--- config.mk ---
export PLATFORM = sky130hd
export DESIGN_NAME = reg_scoreboard
export DESIGN_NICKNAME = d
export VERILOG_FILES = /design/src/rtl/pipe_pkg.sv /design/src/rtl/sb_long_tracker.sv /design/src/rtl/reg_scoreboard.sv
export SDC_FILE = /design/constraint.sdc
export NUM_CORES = 1
export LEC_CHECK = 0
export CAP_MARGIN = 20
export CORE_MARGIN = 2
export CORE_UTILIZATION = 47
export DETAILED_ROUTE_END_ITERATION = 16
export HOLD_SLACK_MARGIN = 0.12
export PLACE_DENSITY = 0.86
export SLEW_MARGIN = 40
export SYNTH_ARGS = -nofsm -noshare
export SYNTH_HDL_FRONTEND = slang
export SYNTH_HIERARCHICAL = 1
export SYNTH_SLANG_ARGS = --single-unit
--- constraint.sdc ---
create_clock -name clk -period 2.65 [get_ports clk]
set_input_delay 0.265 -clock clk [delete_from_list [all_inputs] [get_ports clk]]
set_output_delay 0.265 -clock clk [all_outputs]
set_load 0.01 [all_outputs]
--- src/rtl/pipe_pkg.sv ---
// Shared constants and state encoding for the ID-stage register scoreboard.
// Latency: n/a (types and constants only).
// Backpressure: n/a.
package pipe_pkg;

    localparam int NREG     = 32;   // architectural registers, x0 never tracked
    localparam int RW       = 5;    // register index width, clog2(NREG)
    localparam int LONG_MAX = 64;   // watchdog limit for one MUL/DIV operation

    typedef enum logic {
        SB_IDLE = 1'b0,
        SB_BUSY = 1'b1
    } sb_state_e;

endpackage

--- src/rtl/sb_long_tracker.sv ---
// Occupancy FSM and watchdog for the single multi-cycle MUL/DIV unit.
// Latency: busy one cycle after issue, idle one cycle after long_done_i or watchdog expiry.
// Backpressure: none here; busy_o feeds the structural-hazard stall in the scoreboard.
//
// Ports:
//   clk, rst_n      clock, synchronous active-low reset
//   start_i         a long operation was accepted from ID this cycle
//   long_done_i     MUL/DIV result written back this cycle
//   busy_o          unit occupied (registered state)
//   timeout_o       sticky watchdog flag, cleared only by reset
//   timeout_hit_o   watchdog fires at the coming edge; used to flush pending bits
module sb_long_tracker #(
    parameter int LONG_MAX = pipe_pkg::LONG_MAX
) (
    input  logic clk,
    input  logic rst_n,
    input  logic start_i,
    input  logic long_done_i,
    output logic busy_o,
    output logic timeout_o,
    output logic timeout_hit_o
);
    import pipe_pkg::*;

    // Counter is wide enough to hold LONG_MAX itself so saturation is representable.
    localparam int CW = $clog2(LONG_MAX + 1);
    localparam logic [CW-1:0] CNT_LAST = CW'(LONG_MAX - 1);
    localparam logic [CW-1:0] CNT_SAT  = CW'(LONG_MAX);

    sb_state_e     state_q;
    logic [CW-1:0] cnt_q;
    logic          timeout_q;

    assign busy_o        = (state_q == SB_BUSY);
    assign timeout_o     = timeout_q;
    // Completion takes priority over the watchdog in the same cycle.
    assign timeout_hit_o = (state_q == SB_BUSY) && !long_done_i && (cnt_q == CNT_LAST);

    always_ff @(posedge clk) begin
        if (!rst_n) begin
            state_q   <= SB_IDLE;
            cnt_q     <= '0;
            timeout_q <= 1'b0;
        end else begin
            case (state_q)
                SB_IDLE: begin
                    // A completion seen while idle is stale and is ignored here.
                    if (start_i) begin
                        state_q <= SB_BUSY;
                        cnt_q   <= '0;
                    end
                end
                SB_BUSY: begin
                    if (long_done_i) begin
                        state_q <= SB_IDLE;
                    end else if (cnt_q == CNT_LAST) begin
                        timeout_q <= 1'b1;
                        state_q   <= SB_IDLE;
                    end else if (cnt_q != CNT_SAT) begin
                        cnt_q <= cnt_q + 1'b1;
                    end
                end
                default: state_q <= SB_IDLE;
            endcase
        end
    end

endmodule

--- src/rtl/reg_scoreboard.sv ---
// ID-stage register scoreboard: stalls ID on load-use, pending MUL/DIV RAW/WAW and MUL/DIV busy.
// Latency: stall is combinational from registered state and ID inputs; tracking updates next edge.
// Backpressure: stall holds PC and IF/ID and inserts a bubble into ID/EX; flush overrides stall.
//
// Ports:
//   clk, rst_n                      clock, synchronous active-low reset
//   id_*                            decoded fields of the instruction in ID
//   flush                           redirect; kills the ID instruction only
//   long_done, long_done_rd         MUL/DIV writeback and its destination
//   stall                           hazard stall towards IF/ID/EX
//   long_busy                       MUL/DIV occupied
//   pending                         registers awaiting MUL/DIV writeback (bit 0 always 0)
//   long_timeout                    sticky MUL/DIV watchdog flag
//   stall_cycles, lu_stalls         stall statistics, present only with SCOREBOARD_STATS_EN
module reg_scoreboard #(
    parameter int NREG     = pipe_pkg::NREG,
    parameter int RW       = pipe_pkg::RW,
    parameter int LONG_MAX = pipe_pkg::LONG_MAX
) (
    input  logic            clk,
    input  logic            rst_n,
    input  logic            id_valid,
    input  logic [RW-1:0]   id_rs1,
    input  logic [RW-1:0]   id_rs2,
    input  logic            id_use_rs1,
    input  logic            id_use_rs2,
    input  logic [RW-1:0]   id_rd,
    input  logic            id_regwrite,
    input  logic            id_is_load,
    input  logic            id_is_long,
    input  logic            flush,
    input  logic            long_done,
    input  logic [RW-1:0]   long_done_rd,
    output logic            stall,
    output logic            long_busy,
    output logic [NREG-1:0] pending,
    output logic            long_timeout
`ifdef SCOREBOARD_STATS_EN
    ,
    output logic [31:0]     stall_cycles,
    output logic [31:0]     lu_stalls
`endif
);
    import pipe_pkg::*;

    logic [NREG-1:0] pending_q, pending_d;
    logic            ld_valid_q, ld_valid_d;
    logic [RW-1:0]   ld_rd_q, ld_rd_d;

    logic lu, raw, waw, st;
    logic accept, long_start, timeout_hit;

    // Hazard detection. Nothing here depends on long_done: a completing
    // operation releases its dependants one cycle later via pending_q/long_busy.
    assign lu  = ld_valid_q && (ld_rd_q != '0) &&
                 ((id_use_rs1 && (id_rs1 == ld_rd_q)) ||
                  (id_use_rs2 && (id_rs2 == ld_rd_q)));
    assign raw = (id_use_rs1 && pending_q[id_rs1]) ||
                 (id_use_rs2 && pending_q[id_rs2]);
    assign waw = id_regwrite && (id_rd != '0) && pending_q[id_rd];
    assign st  = id_is_long && long_busy;

    assign stall      = id_valid && !flush && (lu || raw || waw || st);
    assign accept     = id_valid && !stall && !flush;
    assign long_start = accept && id_is_long;

    assign pending = pending_q;

    sb_long_tracker #(
        .LONG_MAX (LONG_MAX)
    ) u_long_tracker (
        .clk           (clk),
        .rst_n         (rst_n),
        .start_i       (long_start),
        .long_done_i   (long_done),
        .busy_o        (long_busy),
        .timeout_o     (long_timeout),
        .timeout_hit_o (timeout_hit)
    );

    // Clear before set so a same-cycle set/clear on one index leaves it set.
    always_comb begin
        pending_d = pending_q;
        if (timeout_hit) begin
            pending_d = '0;
        end
        if (long_done) begin
            pending_d[long_done_rd] = 1'b0;
        end
        if (long_start && id_regwrite && (id_rd != '0)) begin
            pending_d[id_rd] = 1'b1;
        end
        pending_d[0] = 1'b0;
    end

    // A load is tracked only if it actually moves into EX; stalls and flushes
    // put a bubble there instead.
    always_comb begin
        ld_valid_d = accept && id_is_load && id_regwrite;
        ld_rd_d    = ld_valid_d ? id_rd : ld_rd_q;
    end

    always_ff @(posedge clk) begin
        if (!rst_n) begin
            pending_q  <= '0;
            ld_valid_q <= 1'b0;
            ld_rd_q    <= '0;
        end else begin
            pending_q  <= pending_d;
            ld_valid_q <= ld_valid_d;
            ld_rd_q    <= ld_rd_d;
        end
    end

`ifdef SCOREBOARD_STATS_EN
    logic [31:0] stall_cycles_q;
    logic [31:0] lu_stalls_q;

    assign stall_cycles = stall_cycles_q;
    assign lu_stalls    = lu_stalls_q;

    always_ff @(posedge clk) begin
        if (!rst_n) begin
            stall_cycles_q <= '0;
            lu_stalls_q    <= '0;
        end else begin
            if (stall) begin
                stall_cycles_q <= stall_cycles_q + 32'd1;
            end
            if (stall && lu) begin
                lu_stalls_q <= lu_stalls_q + 32'd1;
            end
        end
    end
`endif

endmodule

==> run metrics, run 1 <==
status complete, no violations; die area 0.00768 mm2; vias in the first global route 3203; Post CTS Setup Buffer Count 0; Post-Syn Nets 373; gpl congestion 0.996; CTS clk-pin slew, worst paths 0.08 ns; RSZ-0062 raised after global routing no; Synth Register Bits 46; Slew @ Worst Pin 0.526 ns; Clock Skew 0.00764 ns; CTS Buffer Depth 2; crit path DAT 2.71 ns; WP buf/inv 2; Routed Wire Length 10600 um; yosys warns 6; fin crit share 95.1%; worst hold margin 0.471 ns; Worst Hold Class reg2reg; final setup fails 0; Area Overhead vs Synth 31.1%; CTS tree yes; WS Path Type reg2reg; Pins Over Slew Limit 0; Rows 30; Post-synth EDFFs 0; CP peak stage delay 0.47 ns; Post-CTS Hold Fix Bufs 0; fill cell count 515; Largest delay share family, worst path multiplexers; Max Clk Rate 397 MHz; kind of start point of the critical path flip-flop; Overflow after GRT 0; Core ar. 0.00679 mm2; Worst path most repeated cell buf_4; DR DRC count 0; Syn Area/Cell 9.64 um2; total CTS buffers 5; total power 0.00150 W; final hold viol count 0; layout cells sized above 1 25.2%; Vias 3437; crit path time final 2.52 ns; commonest cells after routing, fill and taps aside clkdlybuf4s50_1, buf_4, nand2_1, dfxtp_1, o211ai_1; Avg Vias per Cell 6.50; Post-Synthesis Cell Area 0.00329 mm2; IO buf count 63; first-pass GRT wire length 16500 um; Worst EP required 2.84 ns; Seq/Total Area, Yosys 28.0%; slowest CP cell mux4_2; # IOs 65; initial DRC count 442; antenna violation net count after detailed routing 0; Post-Synthesis Cells 341; hpwl dp 8030 um; Worst-Skew Late Latency 0.30 ns; top_reg_cell synth dfxtp_1; Root Driver clkbuf_8; average wire per standard cell 20.1 um; initial antenna violation count 0; ratio of total power to cell area 348 mW/mm2; max_slew headroom 64.8%; Critical Path Sink Type flip-flop; largest net degree at the start of global routing 32; Overall Global Routing Usage 27.7%; Ant. Diodes 0; crit path cell chain mux4_2 -> mux2i_1 -> mux2_4 -> a2bb2oi_2 -> nand4_2 -> nand2b_4 -> buf_4 -> buf_4 -> o41ai_1; Unique masters post-synth 69; Clock Sinks 46; Async S/R FF share, synth 0%; Die H 87.6 um; largest vdd supply drop 0.000295 V; most common cell after layout, fill and taps aside clkdlybuf4s50_1; Max-Cap Viols 0; Lkg Pwr 1.59 nW; Critical Path Fanout Max 21; Die X 87.6 um; number of H-tree levels 2; total iterations of the first detailed-routing run 5; Nets 464; Initial Utilization 48.4%
==> worst reg2reg max path: stages, from the launching register on <==
cell and delay (ns):
dfxtp_1 0.38, mux4_2 0.47, mux2i_1 0.17, mux2_4 0.17, a2bb2oi_2 0.15, nand4_2 0.16, nand2b_4 0.18, buf_4 0.18
buf_4 0.23, o41ai_1 0.34
==> worst paths after layout <==
kind,startpoint,endpoint,slack (ns),cells past startpoint
setup / recovery,pending[26],pending[26],0.13,9
hold / removal,u_long_tracker/cnt_q[6],u_long_tracker/cnt_q[6],0.47,2
setup reg to reg,pending[26],pending[26],0.13,9
hold reg to reg,u_long_tracker/cnt_q[6],u_long_tracker/cnt_q[6],0.47,2
==> flip-flops by register name, indices dropped and copies added (netlist names) <==
| register | cells |
|---|---|
| ld_rd_q | 5 |
| u_long_tracker/cnt_q | 7 |
| u_long_tracker/timeout_o | 1 |
| u_long_tracker/busy_o | 1 |
| ld_valid_q | 1 |
| pending | 31 |
==> cell usage after synthesis (all sizes together) (2+ instances only) <==
master / count / area (um2)
a21oi: 4 / 20.0
a221oi: 4 / 35.0
a311oi: 2 / 17.5
a31oi: 4 / 40.0
a32oi: 2 / 17.5
and2: 3 / 18.8
and2b: 2 / 15.0
and3: 6 / 37.5
and4b: 2 / 23.8
buf: 20 / 164
clkbuf: 4 / 15.0
dfxtp: 46 / 921
ha: 2 / 25.0
inv: 9 / 33.8
mux2: 4 / 45.0
mux2i: 17 / 170
mux4: 16 / 368
nand2: 34 / 128
nand2b: 2 / 20.0
nand3: 11 / 55.1
nand3b: 8 / 60.1
nand4: 5 / 37.5
nor2: 12 / 47.6
nor2b: 9 / 56.3
nor4: 2 / 12.5
o211ai: 33 / 248
o21ai: 7 / 35.0
o221ai: 2 / 17.5
o31ai: 17 / 128
o41ai: 14 / 145
or3: 2 / 12.5
or3b: 2 / 17.5
xnor2: 2 / 17.5
xor2: 8 / 70.1
==> where the power goes <==
group          switching, W  internal [W]
combinational      0.000155      0.000125
clock              0.000238      0.000283
sequential       0.00000554      0.000694
total              0.000398       0.00110
==> repair_timing <==
item                       in CTS  in global routing
cloned                          0                  0
resized for setup              11                 28
pin swaps                       0                  2
setup endpoints to repair      30                 17
==> cell families after synthesis <==
kind of cell	Yosys count	synth area share [%]
buffers and inverters	35	7.04
and+or+nand+nor	107	18.4
other	1	0.114
adders and majority gates	2	0.761
xor gates and xnor gates	10	2.66
AOI/OAI and AO/OA	103	25.3
muxes	37	17.7
DFF	46	28.0
==> cell type report <==
type                    count  area (um2)  share of cell area, %
clock buffers               7        76.3                   1.77
clock inverters             1        30.0                  0.697
inverters                   9        33.8                  0.784
multi-input cells         260        2150                   50.0
flip-flops and latches     46         936                   21.7
well taps                  96         120                   2.79
repair buffers            110         958                   22.2
==> through the flow <==
stage | setup TNS, ns | utilization, % | cells | cell area, um2 | worst slack (ns)
after global placement | -13.20 | 61.7 | 521 | 4200 | -0.484
after floorplan | 0 | - | 341 | 3290 | 0.157
after detailed placement | -14.29 | 61.7 | 521 | 4200 | -0.503
after CTS | 0 | 63.3 | 529 | 4300 | 0.00734
after global routing | 0 | 63.4 | 529 | 4310 | 0.00789
final | 0 | 63.4 | 529 | 4310 | 0.131
==> per-layer routing <==
metal / routed length, um / up-vias / global-route usage (%) / part of all wire, %
met5: 0 / - / 0 / 0
met4: 337 / 0 / 9.51 / 3.2
met3: 1080 / 44 / 6.22 / 10
met2: 5000 / 228 / 45.5 / 47
met1: 4190 / 1629 / 36.0 / 40
li1: - / 1536 / - / -
(Power assumes the default switching activity.)
==> run 2: changes to the inputs <==
--- a/config.mk
+++ b/config.mk
@@ -5,12 +5,14 @@
 export SDC_FILE = /design/constraint.sdc
 export NUM_CORES = 1
 export LEC_CHECK = 0
+export ABC_AREA = 1
 export CAP_MARGIN = 20
 export CORE_MARGIN = 2
-export CORE_UTILIZATION = 47
+export CORE_UTILIZATION = 48
 export DETAILED_ROUTE_END_ITERATION = 16
 export HOLD_SLACK_MARGIN = 0.12
 export PLACE_DENSITY = 0.86
+export SKIP_LAST_GASP = 1
 export SLEW_MARGIN = 40
 export SYNTH_ARGS = -nofsm -noshare
 export SYNTH_HDL_FRONTEND = slang
==> constraint.sdc (replaced) <==
create_clock -name clk -period 2.65 [get_ports clk]
set_input_delay 0.265 -clock clk [delete_from_list [all_inputs] [get_ports clk]]
set_output_delay 0.265 -clock clk [all_outputs]
set_load 0.05 [all_outputs]
==> run 2 against run 1 <==
Synthesized cell count increased by 87%. Cell count up 53%. Fmax grew 3.0%. Clock power fell by 15%. Critical endpoint is now stall. Sequential power about the same. Cell area is 6.0% higher. Count of clock-buffer cells in the layout is the same. Critical path type is now in2out.
==> run metrics, run 2 <==
status complete, no violations; Layout Utilization 62.6%; Clock Skew 0.00564 ns; number of H-tree levels 2; ratio of total power to cell area 321 mW/mm2; worst hold path startpoint u_long_tracker/timeout_o; Pins Over Slew Limit 0; total iterations of the first detailed-routing run 6; final setup fails 0; Sw Share 29.7%; Root Driver clkbuf_8; Max-Cap Viols 0; die area 0.00828 mm2; fin crit share 92.3%; most common cell after layout, fill and taps aside nand2_1; crit path time final 2.45 ns; Post-Synthesis Cell Area 0.00363 mm2; Non-Filler Instances 809; Seq/Total Area, Yosys 25.4%; Post-synth top cells nand2_1, nand3_1, inv_1; Overall Global Routing Usage 28.6%; Synth Register Bits 46; Clock Sinks 46; Die H 91.0 um; most frequent cell after synthesis nand2_1; Rows 31; DR DRC count 0; final hold viol count 0; IO buf count 63; Post-Syn Nets 671; fraction of power consumed by sequential logic 48.0%; Vias 4600; R2R Path Start pending[28]; cell count of the worst reg-to-reg path 16; setup TNS 0 ns; Unique masters post-synth 28; average wire per standard cell 14.7 um; Area Overhead vs Synth 25.7%; antenna violation net count after detailed routing 0; max_slew headroom 63.7%; WS Path Type in2out; Lkg Pwr 1.91 nW; layout cells sized above 1 6.90%; first-pass GRT wire length 19500 um; Die X 91.0 um; Worst EP required 2.38 ns; worst hold margin 0.480 ns; Sw Pwr 0.000435 W; largest net degree at the start of global routing 33; max reg flops 31; Combinational Power Share 21.7%; CTS clk-pin slew, worst paths 0.08 ns; clock network fraction of total power 30.2%; worst reg2reg setup slack 0.53 ns; Syn Area/Cell 5.68 um2; Worst Hold Class reg2reg; CTS tree yes; Post-Synthesis Cells 639; CTS Buffer Depth 2; Slew @ Worst Pin 0.544 ns; Avg Vias per Cell 5.69; largest vdd supply drop 0.000230 V; Critical Path Sink Type output pin; Critical Path Fanout Max 15; gpl congestion 1.02; RSZ-0062 raised after global routing no; hold depth 1; Core ar. 0.00729 mm2; top_reg_cell synth dfxtp_1; Routed Wire Length 11900 um; yosys warns 6; Overflow after GRT 0; crit path DAT 2.18 ns; vias in the first global route 4063; # IOs 65; Worst-Skew Late Latency 0.30 ns; Nets 741; placed cells 801; total CTS buffers 5; Max Clk Rate 409 MHz; hpwl dp 9060 um; Ant. Diodes 0; cell taking the most area after synthesis dfxtp_1; initial antenna violation count 0; Synth area leaders dfxtp_1, nand2_1, nand3_1, inv_1, nor2_1; fill cell count 707; kind of start point of the critical path input pin; Yosys top cell area share 25.4%; Initial Utilization 49.8%; Hold Path End u_long_tracker/timeout_o; Async S/R FF share, synth 0%; initial DRC count 505; Worst R2R End u_long_tracker/cnt_q[2]; total power 0.00146 W; Post-CTS Hold Fix Bufs 0; commonest cells after routing, fill and taps aside nand2_1, nand3_1, inv_1; Internal Pwr Total 0.00103 W; Post-synth EDFFs 0
-- run 2: final cells by class --
cell class	count	area [um2]	area share, %
multi-input cells	485	2250	49.3
flip-flops and latches	46	921	20.2
repair buffers	90	871	19.1
inverters	81	307	6.71
well taps	99	124	2.71
clock buffers	7	86.3	1.89
clock inverters	1	5.00	0.110
-- run 2: per-layer routing --
metal  track usage, %  wire (um)  up-vias
li1                 -          -     2214
met5                0          0        -
met4             10.4        389        0
met1             38.1       4850     2058
met3             3.98       1220       38
met2             47.2       5460      290
-- run 2: power by group through the flow --
stage / combinational (W) / sequential (W) / clock [W]
final: 0.000318 / 0.000703 / 0.000443
after CTS: 0.000312 / 0.000703 / 0.000445
after detailed placement: 0.000311 / 0.000719 / 0
after global placement: 0.000304 / 0.000719 / 0
after global routing: 0.000346 / 0.000704 / 0.000476
after floorplan: 0.000173 / 0.000722 / 0
-- run 2: metrics by stage --
stage                     cell area [um2]  setup slack [ns]
after floorplan                      3630             0.355
after global placement               4470            0.0503
after detailed placement             4470           -0.0394
after CTS                            4560             0.225
after global routing                 4570            0.0300
final                                4570             0.204
-- run 2: kinds of logic (layout without fill, tap and decap cells) --
family	Yosys count	count (layout)	share of synthesized area, %
compound gates	88	88	14.5
xor+xnor	1	1	0.241
fa+ha+maj	2	2	0.689
buf+inv	108	179	12.6
flops	46	46	25.4
other cells	1	1	0.103
simple gates	393	393	46.5
-- run 2: how the worst max path moves through the flow --
stage	from	endpoint	slack [ns]	cells after the start
2_1_floorplan	id_rd[0]	u_long_tracker/cnt_q[6]	0.35	21
3_3_place_gp	id_rs2[0]	u_long_tracker/cnt_q[6]	0.05	18
3_5_place_dp	id_rd[0]	u_long_tracker/cnt_q[6]	-0.04	20
4_1_cts	id_rs1[1]	stall	0.23	14
5_1_grt	id_rs1[1]	stall	0.03	14
6_report	id_rs1[0]	stall	0.20	14
-- run 2: critical path, stage by stage --
cell	delay (ns)
clkdlybuf4s50_1	0.52
buf_4	0.22
nand2_1	0.08
nand3_1	0.09
nand3_1	0.10
nand2_1	0.10
nand2_1	0.06
nand3_1	0.08
nand3_1	0.12
and2_1	0.20
nand2_1	0.06
nand2_1	0.04
inv_1	0.09
buf_12	0.14
-- run 2: repair_timing --
action | in CTS | in global routing
buffers inserted | 0 | 0
gates resized for setup | 0 | 1
setup endpoints to repair | 0 | 1
